[config.mk]
export PLATFORM = sky130hd
export DESIGN_NAME = uart_rx
export DESIGN_NICKNAME = d
export VERILOG_FILES = /design/src/rtl/uart_rx.sv
export SDC_FILE = /design/constraint.sdc
export NUM_CORES = 1
export LEC_CHECK = 0
export BUFFER_PORTS_ARGS = -buffer_cell sky130_fd_sc_hd__buf_4
export CAP_MARGIN = 20
export CORE_MARGIN = 3
export CORE_UTILIZATION = 45
export CTS_CLUSTER_DIAMETER = 200
export DETAILED_ROUTE_END_ITERATION = 10
export SYNTH_ARGS = -nofsm -noshare
export SYNTH_HDL_FRONTEND = slang
export SYNTH_SLANG_ARGS = --single-unit
[constraint.sdc]
create_clock -name CLK -period 4.1 [get_ports CLK]
set_clock_uncertainty 0.1 [all_clocks]
set_input_delay 0.615 -clock CLK [delete_from_list [all_inputs] [get_ports CLK]]
set_output_delay 0.615 -clock CLK [all_outputs]
set_load 0.02 [all_outputs]
[src/rtl/uart_rx.sv]
`default_nettype none
// ============================================================================
//  Module   : uart_rx
//  Purpose  : Oversampling UART receiver. Frame = start(0), `width` data bits
//             LSB-first, optional parity bit, one stop bit(1). Each bit is
//             majority-voted from three samples around its centre. A good
//             frame updates P_Data and pulses Data_valid for one cycle; a bad
//             parity or stop bit pulses Parity_error / Stop_error instead.
//  Ports    :
//    CLK          in   system clock, RX_IN sampled on rising edge
//    Reset        in   synchronous active-low reset
//    RX_IN        in   serial line (pre-synchronised), idles high
//    Prescale     in   CLK cycles per bit (8, 16 or 32)
//    Parity_EN    in   1 = frame carries a parity bit
//    Parity_type  in   0 = even, 1 = odd
//    P_Data       out  last correctly received word
//    Data_valid   out  one-cycle pulse, P_Data updated
//    Parity_error out  one-cycle pulse, parity mismatch
//    Stop_error   out  one-cycle pulse, stop bit sampled 0
//  Revision : 1.0  initial release
// ============================================================================
module uart_rx #(
    parameter int width      = 8,
    parameter int PRESCALE_W = 6
) (
    input  logic                  CLK,
    input  logic                  Reset,
    input  logic                  RX_IN,
    input  logic [PRESCALE_W-1:0] Prescale,
    input  logic                  Parity_EN,
    input  logic                  Parity_type,
    output logic [width-1:0]      P_Data,
    output logic                  Data_valid,
    output logic                  Parity_error,
    output logic                  Stop_error
);

    localparam int BIT_CNT_W = (width > 1) ? $clog2(width) : 1;
    localparam logic [PRESCALE_W-1:0] EDGE_ONE = PRESCALE_W'(1);
    localparam logic [BIT_CNT_W-1:0]  BIT_ONE  = BIT_CNT_W'(1);
    localparam logic [BIT_CNT_W-1:0]  LAST_BIT = BIT_CNT_W'(width - 1);

    typedef enum logic [2:0] {
        S_IDLE   = 3'd0,
        S_START  = 3'd1,
        S_DATA   = 3'd2,
        S_PARITY = 3'd3,
        S_STOP   = 3'd4
    } state_t;

    state_t                  state_q,        state_d;
    logic [PRESCALE_W-1:0]   edge_cnt_q,     edge_cnt_d;
    logic [BIT_CNT_W-1:0]    bit_cnt_q,      bit_cnt_d;
    logic [PRESCALE_W-1:0]   prescale_q,     prescale_d;
    logic                    par_en_q,       par_en_d;
    logic                    par_type_q,     par_type_d;
    logic                    samp0_q,        samp0_d;
    logic                    samp1_q,        samp1_d;
    logic [width-1:0]        shift_q,        shift_d;
    logic                    par_err_q,      par_err_d;
    logic                    stp_err_q,      stp_err_d;
    logic                    done_q,         done_d;
    logic [width-1:0]        p_data_q,       p_data_d;
    logic                    data_valid_q,   data_valid_d;
    logic                    parity_error_q, parity_error_d;
    logic                    stop_error_q,   stop_error_d;

    logic [PRESCALE_W-1:0]   w_last;
    logic [PRESCALE_W-1:0]   w_half;
    logic [PRESCALE_W-1:0]   w_samp0;
    logic [PRESCALE_W-1:0]   w_dec;
    logic                    w_at_last;
    logic                    w_at_dec;
    logic                    w_maj;
    logic                    w_par_exp;
    logic [width:0]          w_shift_in;

    // Sample points sit at P/2-1, P/2, P/2+1; the vote is taken on the third
    // sample using the live RX_IN, so no extra register is needed for it.
    // Illegal Prescale values still let the counter reach w_last eventually,
    // so every state always advances.
    assign w_last     = prescale_q - EDGE_ONE;
    assign w_half     = prescale_q >> 1;
    assign w_samp0    = w_half - EDGE_ONE;
    assign w_dec      = w_half + EDGE_ONE;
    assign w_at_last  = (edge_cnt_q == w_last);
    assign w_at_dec   = (edge_cnt_q == w_dec);
    assign w_maj      = (samp0_q & samp1_q) | (samp0_q & RX_IN) | (samp1_q & RX_IN);
    assign w_par_exp  = (^shift_q) ^ par_type_q;
    assign w_shift_in = {w_maj, shift_q};

    always_comb begin
        state_d        = state_q;
        edge_cnt_d     = edge_cnt_q;
        bit_cnt_d      = bit_cnt_q;
        prescale_d     = prescale_q;
        par_en_d       = par_en_q;
        par_type_d     = par_type_q;
        samp0_d        = samp0_q;
        samp1_d        = samp1_q;
        shift_d        = shift_q;
        par_err_d      = par_err_q;
        stp_err_d      = stp_err_q;
        done_d         = 1'b0;
        p_data_d       = p_data_q;
        data_valid_d   = 1'b0;
        parity_error_d = 1'b0;
        stop_error_d   = 1'b0;

        // Frame resolution runs the cycle after the final stop tick, in
        // parallel with IDLE possibly starting the next frame.
        if (done_q) begin
            if (!par_err_q && !stp_err_q) begin
                p_data_d     = shift_q;
                data_valid_d = 1'b1;
            end else begin
                parity_error_d = par_err_q;
                stop_error_d   = stp_err_q;
            end
        end

        if (state_q != S_IDLE) begin
            if (edge_cnt_q == w_samp0) samp0_d = RX_IN;
            if (edge_cnt_q == w_half)  samp1_d = RX_IN;
            edge_cnt_d = w_at_last ? '0 : edge_cnt_q + EDGE_ONE;
        end

        unique case (state_q)
            S_IDLE: begin
                edge_cnt_d = '0;
                bit_cnt_d  = '0;
                if (!RX_IN) begin
                    // The detecting cycle is tick 0 of the start bit.
                    state_d    = S_START;
                    edge_cnt_d = EDGE_ONE;
                    prescale_d = Prescale;
                    par_en_d   = Parity_EN;
                    par_type_d = Parity_type;
                    par_err_d  = 1'b0;
                    stp_err_d  = 1'b0;
                end
            end
            S_START: begin
                if (w_at_dec && w_maj) begin
                    state_d    = S_IDLE;
                    edge_cnt_d = '0;
                end else if (w_at_last) begin
                    state_d = S_DATA;
                end
            end
            S_DATA: begin
                if (w_at_dec) shift_d = w_shift_in[width:1];
                if (w_at_last) begin
                    if (bit_cnt_q == LAST_BIT) begin
                        bit_cnt_d = '0;
                        state_d   = par_en_q ? S_PARITY : S_STOP;
                    end else begin
                        bit_cnt_d = bit_cnt_q + BIT_ONE;
                    end
                end
            end
            S_PARITY: begin
                if (w_at_dec)  par_err_d = (w_maj != w_par_exp);
                if (w_at_last) state_d   = S_STOP;
            end
            S_STOP: begin
                if (w_at_dec) stp_err_d = ~w_maj;
                if (w_at_last) begin
                    state_d = S_IDLE;
                    done_d  = 1'b1;
                end
            end
            default: begin
                state_d    = S_IDLE;
                edge_cnt_d = '0;
            end
        endcase
    end

    always_ff @(posedge CLK) begin
        if (!Reset) begin
            state_q        <= S_IDLE;
            edge_cnt_q     <= '0;
            bit_cnt_q      <= '0;
            prescale_q     <= '0;
            par_en_q       <= 1'b0;
            par_type_q     <= 1'b0;
            samp0_q        <= 1'b0;
            samp1_q        <= 1'b0;
            shift_q        <= '0;
            par_err_q      <= 1'b0;
            stp_err_q      <= 1'b0;
            done_q         <= 1'b0;
            p_data_q       <= '0;
            data_valid_q   <= 1'b0;
            parity_error_q <= 1'b0;
            stop_error_q   <= 1'b0;
        end else begin
            state_q        <= state_d;
            edge_cnt_q     <= edge_cnt_d;
            bit_cnt_q      <= bit_cnt_d;
            prescale_q     <= prescale_d;
            par_en_q       <= par_en_d;
            par_type_q     <= par_type_d;
            samp0_q        <= samp0_d;
            samp1_q        <= samp1_d;
            shift_q        <= shift_d;
            par_err_q      <= par_err_d;
            stp_err_q      <= stp_err_d;
            done_q         <= done_d;
            p_data_q       <= p_data_d;
            data_valid_q   <= data_valid_d;
            parity_error_q <= parity_error_d;
            stop_error_q   <= stop_error_d;
        end
    end

    assign P_Data       = p_data_q;
    assign Data_valid   = data_valid_q;
    assign Parity_error = parity_error_q;
    assign Stop_error   = stop_error_q;

endmodule
`default_nettype wire

==> flow_summary.ini <==
[clock_tree]
post_cts_hold_buffer_count = 0
cts_root_buffer = sky130_fd_sc_hd__clkbuf_8
clk_transition_reported_paths_ns = 0.07
clock_insertion_delay_worst_skew_ns = 0.29
clock_sinks = 44
h-tree-depth = 2
ctsResizeCount = 0
post-cts-setup-buffers = 0
tritoncts = yes
cts_buffers = 5
clockBufferDepth = 2

[die]
die_width_um = 80.8
fp.dieArea_mm2 = 0.00652
rows = 26
start_util_pct = 47.7
placeableCoreArea_mm2 = 0.00527
die_boundary_height_um = 80.8
pin_count = 22

[global_route]
maximum_number_of_pins_on_one_net_before_global_route_repair = 47
grt_first_pass_wirelength_mm = 8.49
gr-max-usage-layer = met2
first_global_vias = 1789
use_met2_pct = 25.7
global_route.usage.total_pct = 16.6
met3_usage_pct = 4.10
grt_antenna_before_repair = 0
globalRoute.totalOverflow = 0
global_route.usage.met1_pct = 22.9

[finish]
nNetsFinal = 308
final-instance-count-excl-fill = 360
drive_above_1_share_pct = 13.4
syn2layout_area_growth_pct = 8.60
n_antenna_cell = 0
utilization_pct = 51.9

[worst_setup_path]
setup.worst_path.end_class = flop
reg2reg_setup_slack_ns = 1.58
regToRegEndpoint = edge_cnt_q[0]
critical_path.startpoint_type = flop
critical_path.max_fanout = 9
r2r-start = prescale_q[1]
cp_data_arrival_time_ns = 2.60
crit_required_ns = 4.18
worst-r2r-cell-count = 8
setup.worst_path.start = prescale_q[1]
worstSetupPathType = reg2reg

[synth]
postSynthCellCount = 286
synth_top_cells_by_area = sky130_fd_sc_hd__dfxtp_1 35%, sky130_fd_sc_hd__mux2i_1 8.4%, sky130_fd_sc_hd__xnor2_1 6.3%, sky130_fd_sc_hd__nand2_1 5.2%, sky130_fd_sc_hd__nor2b_1 5.0%
synthMostInstantiatedCell = sky130_fd_sc_hd__dfxtp_1
netlist_area_mm2 = 0.00252
synth_top_cells_by_count = 44 x sky130_fd_sc_hd__dfxtp_1, 35 x sky130_fd_sc_hd__nand2_1, 21 x sky130_fd_sc_hd__mux2i_1, 20 x sky130_fd_sc_hd__nor2b_1, 18 x sky130_fd_sc_hd__xnor2_1
synth-seq-cells = 44
synth_largest_type_area_fraction_pct = 35.0
post-synth-top-area-cell = sky130_fd_sc_hd__dfxtp_1
mappedNetlistNets = 304
yosysWarnings = 0
synth_cell_types = 46
synth_seq_area_share_pct = 35.0
postSynth.topFlopCell = sky130_fd_sc_hd__dfxtp_1
synth_async_sr_flop_share_pct = 0
synth_edf_count = 0
postSynthAreaPerCell_um2 = 8.80

[sta]
fin_setup_tns_ns = 0
hold_viol_final = 0
report.final.slew_viol_count = 0
finalSetupViolations = 0
worst_pin_slew_ns = 0.715
min_period_over_period_pct = 61.4
slew-limit-headroom_pct = 52.2
rsz0062_at_grt = false
hold_ws_ns = 0.381
max_clock_freq_mhz = 397
min_clock_period_post_route_ns = 2.52

[hold_path]
hold_path_depth = 2
hold_path_class = reg2reg
hp-start = par_type_q
hold-path-endpoint = par_type_q

[job]
max-cap-violations = 0

[power]
p_per_area_mw_per_mm2 = 446
p_total_mw = 1.22
worst_ir_drop_on_vdd_mv = 0.250
p_leak_nw = 1.05

[route]
detailroute.via_count = 1883
post_drt_wl_per_cell_um = 13.6
number_of_antenna_violating_nets_in_the_routed_design = 0
drt-pass1-iter-count = 4
drc = 0
initialDrtViolationCount = 78
viasPerCell = 5.23
detail_route.wirelength_mm = 4.89

[placed_design]
portBuffers = 21
half_perimeter_wire_length_after_detailed_placement_mm = 3.55
place.gp.congestion = 0.932
numPlacedInstances = 353

[outcome]
run_status = finished clean
## metal layers
metal / part of all wire (%) / wire length (µm)
met1: 50 / 2440
met3: 3.6 / 176
met2: 45 / 2200
met4: 1.5 / 71
met5: 0 / 0
## flip-flops by register name, summed over array words and instances (netlist names)
| signal | flops |
|---|---|
| stp_err_q | 1 |
| par_err_q | 1 |
| done_q | 1 |
| samp1_q | 1 |
| state_q | 3 |
| Stop_error | 1 |
| P_Data | 8 |
| par_type_q | 1 |
| Data_valid | 1 |
| shift_q | 8 |
| edge_cnt_q | 6 |
| prescale_q | 6 |
| par_en_q | 1 |
| Parity_error | 1 |
| bit_cnt_q | 3 |
| samp0_q | 1 |
## final cells by class
class                   count  area (µm²)
inverters                   5        18.8
well taps                  70        87.6
flip-flops and latches     44         881
clock buffers               5        68.8
repair buffers             22         165
clock inverters             2        12.5
fillers                   510        2540
multi-input cells         212        1500
## placed cells by master, fill, tap and decap left out, types with 3 or more instances in the layout
cell type,netlist,final
sky130_fd_sc_hd__nor3_1,5,5
sky130_fd_sc_hd__xnor2_1,18,18
sky130_fd_sc_hd__a21boi_0,11,11
sky130_fd_sc_hd__dfxtp_1,44,44
sky130_fd_sc_hd__nand3_1,10,10
sky130_fd_sc_hd__a21o_1,3,3
sky130_fd_sc_hd__mux2i_1,21,21
sky130_fd_sc_hd__nand2_1,35,35
sky130_fd_sc_hd__a31oi_1,5,5
sky130_fd_sc_hd__and2_1,3,3
sky130_fd_sc_hd__nor3b_1,3,3
sky130_fd_sc_hd__o21ai_0,6,6
sky130_fd_sc_hd__xor2_1,14,14
sky130_fd_sc_hd__nor2_1,11,11
sky130_fd_sc_hd__buf_4,0,22
sky130_fd_sc_hd__inv_1,4,4
sky130_fd_sc_hd__nor2b_1,20,20
sky130_fd_sc_hd__ha_1,7,7
sky130_fd_sc_hd__nor4b_1,3,3
sky130_fd_sc_hd__clkbuf_8,0,5
sky130_fd_sc_hd__and3_1,9,9
## cell families (layout without fill, tap and decap cells)
| kind of cell | after synthesis | count (layout) | share of synthesized area (%) |
|---|---|---|---|
| xor gates and xnor gates | 34 | 34 | 12.4 |
| and+or+nand+nor | 109 | 109 | 22.7 |
| DFF | 44 | 44 | 35.0 |
| AOI/OAI and AO/OA | 40 | 40 | 12.2 |
| muxes | 21 | 21 | 8.35 |
| adders and majority gates | 8 | 8 | 3.88 |
| buffers and inverters | 30 | 34 | 5.42 |
## worst max-delay path by stage
stage                     to  slack (ns)  cells after the start
2_1_floorplan  edge_cnt_q[0]        1.73                     10
3_3_place_gp      shift_q[0]        1.66                      7
3_5_place_dp      shift_q[3]        1.61                      7
4_1_cts           shift_q[0]        1.58                      7
5_1_grt           shift_q[7]        1.37                      7
6_report       edge_cnt_q[0]        1.58                      8
## per-stage QoR
| step | area [µm²] | setup WS, ns |
|---|---|---|
| 2_1_floorplan | 2520 | 1.73 |
| 3_3_place_gp | 2650 | 1.66 |
| 3_5_place_dp | 2650 | 1.61 |
| 4_1_cts | 2730 | 1.58 |
| 5_1_grt | 2730 | 1.37 |
| 6_report | 2730 | 1.58 |
## power by group
| group | total (mW) | switching (mW) | leakage (nW) | internal [mW] |
|---|---|---|---|---|
| Combinational | 0.433 | 0.245 | 0.653 | 0.188 |
| Clock | 0.249 | 0.134 | 0.0400 | 0.115 |
| Sequential | 0.535 | 0.0742 | 0.356 | 0.461 |
## worst max-delay path, stage by stage (launching register included)
cell	delay (ns)
sky130_fd_sc_hd__dfxtp_1	0.53
sky130_fd_sc_hd__inv_1	0.14
sky130_fd_sc_hd__ha_1	0.26
sky130_fd_sc_hd__a21boi_1	0.16
sky130_fd_sc_hd__xnor2_1	0.15
sky130_fd_sc_hd__nor3_1	0.39
sky130_fd_sc_hd__and3_4	0.32
sky130_fd_sc_hd__a311oi_4	0.07
sky130_fd_sc_hd__o2111a_1	0.27
Power figures use the tool's default switching activity.
